$ cat config.mk
export PLATFORM = sky130hd
export DESIGN_NAME = reorder_buffer
export DESIGN_NICKNAME = d
export VERILOG_FILES = /design/src/rtl/reorder_buffer_pkg.sv /design/src/rtl/reorder_buffer_ptr.sv /design/src/rtl/reorder_buffer.sv
export SDC_FILE = /design/constraint.sdc
export NUM_CORES = 2
export LEC_CHECK = 0
export BUFFER_PORTS_ARGS = -buffer_cell sky130_fd_sc_hd__buf_2
export CAP_MARGIN = 25
export CORE_MARGIN = 3
export CORE_UTILIZATION = 50
export CTS_BUF_LIST = sky130_fd_sc_hd__clkbuf_2
export CTS_CLUSTER_DIAMETER = 120
export CTS_CLUSTER_SIZE = 16
export DETAILED_ROUTE_END_ITERATION = 10
export PLACE_DENSITY = 0.74
export SLEW_MARGIN = 20
export SYNTH_ARGS = -nofsm -noshare
export SYNTH_HDL_FRONTEND = slang
export SYNTH_HIERARCHICAL = 1
export SYNTH_SLANG_ARGS = --single-unit
$ cat constraint.sdc
create_clock -name clk -period 9.4 [get_ports clk]
set_clock_uncertainty 0.1 [all_clocks]
set_input_delay 0 -clock clk [delete_from_list [all_inputs] [get_ports clk]]
set_output_delay 0 -clock clk [all_outputs]
set_load 0.05 [all_outputs]
$ cat src/rtl/reorder_buffer_pkg.sv
`default_nettype none
// ============================================================================
// Module : reorder_buffer_pkg
// Brief  : Shared default geometry for the reorder buffer and its pointers.
// Rev    : 1.0  initial release
// ============================================================================
package reorder_buffer_pkg;

    localparam int c_ROB_DEPTH    = 16;
    localparam int c_ROB_TAG_W    = 4;
    localparam int c_ROB_NAME_W   = 5;
    localparam int c_ROB_DATA_W   = 32;
    localparam int c_ROB_WB_PORTS = 2;
    localparam int c_ROB_LOOKUPS  = 2;

endpackage : reorder_buffer_pkg
`default_nettype wire

$ cat src/rtl/reorder_buffer_ptr.sv
`default_nettype none
// ============================================================================
// Module : rob_ptr
// Brief  : Wrap-bit ring pointer with increment and clear, frozen when !i_en.
// Rev    : 1.0  initial release
// ============================================================================
module rob_ptr
    import reorder_buffer_pkg::*;
#(
    parameter int TAG_W = c_ROB_TAG_W
) (
    input  logic             clk,
    input  logic             rst,
    input  logic             i_en,
    input  logic             i_inc,
    input  logic             i_clr,
    output logic [TAG_W:0]   o_ptr
);

    logic [TAG_W:0] r_ptr;

    always_ff @(posedge clk) begin
        if (!rst) begin
            r_ptr <= '0;
        end else if (i_en) begin
            if (i_clr) begin
                r_ptr <= '0;
            end else if (i_inc) begin
                r_ptr <= r_ptr + 1'b1;
            end
        end
    end

    assign o_ptr = r_ptr;

endmodule : rob_ptr
`default_nettype wire

$ cat src/rtl/reorder_buffer.sv
`default_nettype none
// ============================================================================
// Module : reorder_buffer
// Brief  : In-order retirement buffer; out-of-order writeback, one retire/cycle,
//          redirect on retire flushes the whole buffer.
// Rev    : 1.0  initial release
// ============================================================================
module reorder_buffer
    import reorder_buffer_pkg::*;
#(
    parameter int DEPTH    = c_ROB_DEPTH,
    parameter int TAG_W    = c_ROB_TAG_W,
    parameter int NAME_W   = c_ROB_NAME_W,
    parameter int DATA_W   = c_ROB_DATA_W,
    parameter int WB_PORTS = c_ROB_WB_PORTS
) (
    input  logic                         clk,
    input  logic                         rst,
    input  logic                         rdy,
    input  logic                         alloc_en,
    input  logic [NAME_W-1:0]            alloc_name,
    output logic [TAG_W-1:0]             alloc_tag,
    output logic                         full,
    input  logic [WB_PORTS-1:0]          wb_en,
    input  logic [WB_PORTS*TAG_W-1:0]    wb_tag,
    input  logic [WB_PORTS*DATA_W-1:0]   wb_data,
    input  logic [WB_PORTS-1:0]          wb_redir,
    input  logic [WB_PORTS*DATA_W-1:0]   wb_target,
    input  logic [2*TAG_W-1:0]           q_tag,
    output logic [1:0]                   q_ready,
    output logic [2*DATA_W-1:0]          q_data,
    output logic                         commit_en,
    output logic [NAME_W-1:0]            commit_name,
    output logic [TAG_W-1:0]             commit_tag,
    output logic [DATA_W-1:0]            commit_data,
    output logic                         flush_en,
    output logic [DATA_W-1:0]            flush_pc
);

    localparam logic [TAG_W:0] c_FULL_CNT = DEPTH[TAG_W:0];

    logic [DEPTH-1:0]  r_valid;
    logic [DEPTH-1:0]  r_done;
    logic [DEPTH-1:0]  r_redir;
    logic [NAME_W-1:0] r_name   [DEPTH];
    logic [DATA_W-1:0] r_data   [DEPTH];
    logic [DATA_W-1:0] r_target [DEPTH];

    logic [TAG_W:0]    w_head;
    logic [TAG_W:0]    w_tail;
    logic [TAG_W:0]    w_count;
    logic [TAG_W-1:0]  w_head_idx;
    logic [TAG_W-1:0]  w_tail_idx;
    logic              w_empty;
    logic              w_retire;
    logic              w_flush;
    logic              w_alloc;

    // Count comes from the wrap-bit pointer difference, so full and empty are distinct.
    assign w_count    = w_tail - w_head;
    assign w_head_idx = w_head[TAG_W-1:0];
    assign w_tail_idx = w_tail[TAG_W-1:0];
    assign full       = (w_count == c_FULL_CNT);
    assign w_empty    = (w_count == '0);
    assign alloc_tag  = w_tail_idx;

    assign w_retire = rdy && !w_empty && r_valid[w_head_idx] && r_done[w_head_idx];
    assign w_flush  = w_retire && r_redir[w_head_idx];
    assign w_alloc  = rdy && alloc_en && !full && !w_flush;

    rob_ptr #(.TAG_W(TAG_W)) u_head (
        .clk   (clk),
        .rst   (rst),
        .i_en  (rdy),
        .i_inc (w_retire),
        .i_clr (w_flush),
        .o_ptr (w_head)
    );

    rob_ptr #(.TAG_W(TAG_W)) u_tail (
        .clk   (clk),
        .rst   (rst),
        .i_en  (rdy),
        .i_inc (w_alloc),
        .i_clr (w_flush),
        .o_ptr (w_tail)
    );

    // Later ports override earlier ones on a shared tag; retire and alloc act last.
    always_ff @(posedge clk) begin
        if (!rst) begin
            r_valid <= '0;
            r_done  <= '0;
            r_redir <= '0;
        end else if (rdy) begin
            if (w_flush) begin
                r_valid <= '0;
                r_done  <= '0;
                r_redir <= '0;
            end else begin
                for (int p = 0; p < WB_PORTS; p++) begin
                    if (wb_en[p] && r_valid[wb_tag[p*TAG_W +: TAG_W]]) begin
                        r_done[wb_tag[p*TAG_W +: TAG_W]]   <= 1'b1;
                        r_redir[wb_tag[p*TAG_W +: TAG_W]]  <= wb_redir[p];
                        r_data[wb_tag[p*TAG_W +: TAG_W]]   <= wb_data[p*DATA_W +: DATA_W];
                        r_target[wb_tag[p*TAG_W +: TAG_W]] <= wb_target[p*DATA_W +: DATA_W];
                    end
                end
                if (w_retire) begin
                    r_valid[w_head_idx] <= 1'b0;
                end
                if (w_alloc) begin
                    r_valid[w_tail_idx] <= 1'b1;
                    r_done[w_tail_idx]  <= 1'b0;
                    r_redir[w_tail_idx] <= 1'b0;
                    r_name[w_tail_idx]  <= alloc_name;
                end
            end
        end
    end

    always_ff @(posedge clk) begin
        if (!rst) begin
            commit_en   <= 1'b0;
            commit_name <= '0;
            commit_tag  <= '0;
            commit_data <= '0;
            flush_en    <= 1'b0;
            flush_pc    <= '0;
        end else begin
            commit_en <= 1'b0;
            flush_en  <= 1'b0;
            if (w_retire) begin
                commit_en   <= 1'b1;
                commit_name <= r_name[w_head_idx];
                commit_tag  <= w_head_idx;
                commit_data <= r_data[w_head_idx];
                if (r_redir[w_head_idx]) begin
                    flush_en <= 1'b1;
                    flush_pc <= r_target[w_head_idx];
                end
            end
        end
    end

    generate
        for (genvar i = 0; i < 2; i++) begin : g_lookup
            assign q_ready[i]                = r_valid[q_tag[i*TAG_W +: TAG_W]] && r_done[q_tag[i*TAG_W +: TAG_W]];
            assign q_data[i*DATA_W +: DATA_W] = r_data[q_tag[i*TAG_W +: TAG_W]];
        end
    endgenerate

endmodule : reorder_buffer
`default_nettype wire

==> flow_metrics.py <==
metrics = {
    "status": {
        "outcome": "complete, no violations",
    },
    "route": {
        "drt-total-wl_mm": 215,
        "first_iter_violations": 6548,
        "vias": 43800,
        "ant_nets": 0,
        "via_per_inst": 6.84,
        "drc": 0,
        "dr.pass1.iters": 5,
        "wl_per_cell_um": 33.5,
    },
    "power": {
        "ir_worst_vdd_uv": 130,
        "p_leak_uw": 0.0246,
        "power_density_nw_per_um2": 120,
    },
    "worst_setup_path": {
        "endpoint_kind": "flip-flop",
        "critical_path_required_ns": 10.81,
        "r2r-end": "u_head/o_ptr[2]",
        "arrival_ns": 8.10,
        "setup.worst_path.start": "u_head/o_ptr[2]",
        "r2r_slack_ns": 2.71,
        "worst_setup_path_start_kind": "flip-flop",
        "rr_worst_depth": 17,
        "r2r_start": "u_head/o_ptr[2]",
        "worst-path-max-fanout": 46,
        "criticalPathCategory": "reg2reg",
    },
    "finish": {
        "fill_cells": 10500,
        "stdcell_area_sq_um": 76900,
        "areaGrowthSynthToFinish_pct": 12.8,
        "drive_gt1_share_pct": 41.4,
        "fin_nets": 4696,
    },
    "clock_network": {
        "cts.repair.resized": 0,
        "post_cts_buffers": 0,
        "clk_latency_ns": 1.56,
        "clock_sinks": 1237,
        "path_clk_slew_ns": 0.34,
        "clockBufferDepth": 3,
        "cts_root_buffer": "clkbuf_2",
        "tritoncts": "built",
        "holdBufCountCts": 488,
        "numCtsBuffers": 87,
        "cts_max_level": 3,
    },
    "sta": {
        "hold_violations": 0,
        "finalSetupViolCount": 0,
        "worstMarginPinSlew_ns": 1.14,
        "fin_crit_sh_pct": 71.2,
        "rsz0062_at_grt": "no",
        "min_period_ns": 6.69,
        "setup-tns-final_ns": 0,
        "max_slew_margin_pct": 24.0,
        "slew_viol_final": 0,
        "fmax_mhz": 149,
    },
    "synth": {
        "synth_mux_area_share_pct": 40.0,
        "synth_compound_area_share_pct": 1.61,
        "ys_ff_latch": 1237,
        "syn-instance-count": 3986,
        "async_reset_ff_share_pct": 0,
        "postSynthAreaPerCell_sq_um": 17.1,
        "synth-adder-area-share_pct": 0.110,
        "syn_nets": 4149,
        "ys_dominant_reg_cell": "edfxtp_1",
        "synth_top_family_by_area": "multiplexers",
        "synth.yosys.seq_area_share_pct": 52.5,
        "syn_area_sq_um": 68200,
        "synth-simple-area-share_pct": 2.64,
        "yosysWarnings": 6,
        "ys_types": 63,
        "synth-xor-area-share_pct": 0.0862,
        "synth_edf_count": 1104,
    },
    "floorplan": {
        "rows": 134,
        "fp.dieH_um": 375,
        "die_area_sq_um": 141000,
        "core_sq_um": 134000,
        "pin_count": 303,
        "start_util_pct": 50.7,
        "die_x_um": 375,
    },
    "hold_path": {
        "worstHoldStart": "wb_target[20]",
        "hold_end": "r_target[6][20]",
        "worst_hold_path_type": "in2reg",
        "holdPathStages": 4,
    },
    "global_route": {
        "grt.overflow.total": 0,
        "antenna_found_initial": 16,
        "grt_usage_pct": 30.1,
        "grt_max_degree": 143,
        "grt_pass1_vias": 44300,
        "grt_pass1_wl_mm": 310,
    },
    "place": {
        "port_buffers": 302,
        "place_area_sq_um": 71000,
        "hpwl_mm": 115,
        "gp_congestion": 0.909,
    },
    "run": {
        "drv_cap": 0,
    },
}
## Yosys cell counts, drive strengths merged, types with 10 or more instances
| cell | count | area (sq um) |
|---|---|---|
| a21oi | 93 | 465 |
| a32o | 15 | 150 |
| buf | 174 | 1070 |
| clkbuf | 250 | 938 |
| dfxtp | 133 | 2660 |
| edfxtp | 1104 | 33200 |
| inv | 12 | 45.0 |
| mux2 | 1024 | 11500 |
| mux2i | 53 | 531 |
| mux4 | 676 | 15200 |
| nand2 | 147 | 559 |
| nand3 | 27 | 135 |
| nand4 | 15 | 109 |
| nor2 | 106 | 458 |
| nor2b | 10 | 62.6 |
| nor3b | 12 | 90.1 |
| o211ai | 10 | 75.1 |
| o21ai | 21 | 116 |
## worst max-delay path by stage
stage	cells past startpoint	to	slack, ns
2_1_floorplan	14	r_data[11][0]	2.63
3_3_place_gp	10	r_target[4][21]	3.25
3_5_place_dp	10	r_target[4][13]	3.16
4_1_cts	11	r_target[4][29]	2.67
5_1_grt	17	u_head/o_ptr[2]	2.49
6_report	17	u_head/o_ptr[2]	2.71
## worst max-delay path, cell delays in order, from the launching register on
cell and delay, ns:
dfxtp_1 0.79, inv_6 0.42, ha_1 0.53, a21oi_1 0.11, and4_1 0.19, o2111ai_1 0.29
nand4_4 0.33, clkinv_2 0.53, buf_4 0.69, nand2_2 0.09, buf_4 0.37, inv_2 0.10
buf_4 0.57, a21oi_1 0.10, o21ai_0 0.18, dlygate4sd3_1 0.57, a21boi_1 0.06, dlygate4sd3_1 0.55
## metal layers
layer / share of wire, % / up-vias / wire length, um / global-route usage (%)
met5: 0.0061 / - / 13 / 0
met4: 3.6 / 2 / 7690 / 9.84
met3: 10 / 429 / 22300 / 5.58
met2: 48 / 2749 / 103000 / 48.9
met1: 38 / 23100 / 81300 / 41.4
li1: - / 17500 / - / -
## where the power goes
part           switching, uW  internal [uW]
logic                    537            466
registers               1.96           5980
clock network           1780            464
total                   2320           6910
## logic make-up after synthesis
family,count (synthesis)
compound gates,175
buf+inv,437
fa+ha+maj,6
mux,1753
flops,1237
xor+xnor,5
simple gates,373
## state kept, by name, summed over array words and instances (netlist names), 4 cells and up
signal,cells
commit_name,5
u_tail/o_ptr,5
r_data,512
r_target,512
r_done,16
flush_pc,32
r_valid,16
commit_tag,4
commit_data,32
u_head/o_ptr,5
r_name,80
r_redir,16
## layout make-up
type | count | area (sq um) | area share [%]
Antenna cell | 27 | 67.6 | 0.0879
Inverter | 13 | 57.6 | 0.0749
Timing Repair Buffer | 882 | 7330 | 9.53
Multi-Input combinational cell | 2312 | 30600 | 39.7
Clock inverter | 8 | 96.3 | 0.125
Tap cell | 1768 | 2210 | 2.88
Sequential cell | 1237 | 35800 | 46.6
Clock buffer | 150 | 751 | 0.976
## through the flow
stage                     instances  hold WS, ns  setup slack, ns  utilization, %  total power [uW]
final                          6397        0.155             2.71            57.2              9230
after global routing           6379       0.0663             2.49            57.2              9490
after CTS                      6366      0.00254             2.67            57.1              9240
after detailed placement       5720        0.302             3.16            52.8              6920
after global placement         5717        0.305             3.25            52.7              6900
after floorplan                3986     -0.00113             2.63               -              6670
## cells in the final DEF (no fill, tap or decap), drive strengths merged, types with 12 or more instances in the layout
master          n
a21oi          93
a32o           15
buf           395
clkbuf        150
dfxtp         133
diode          27
dlygate4sd3   487
edfxtp       1104
inv            15
mux2         1024
mux2i          53
mux4          676
nand2         147
nand3          27
nand4          15
nor2          106
nor3b          12
o21ai          21
(Power assumes the default switching activity.)
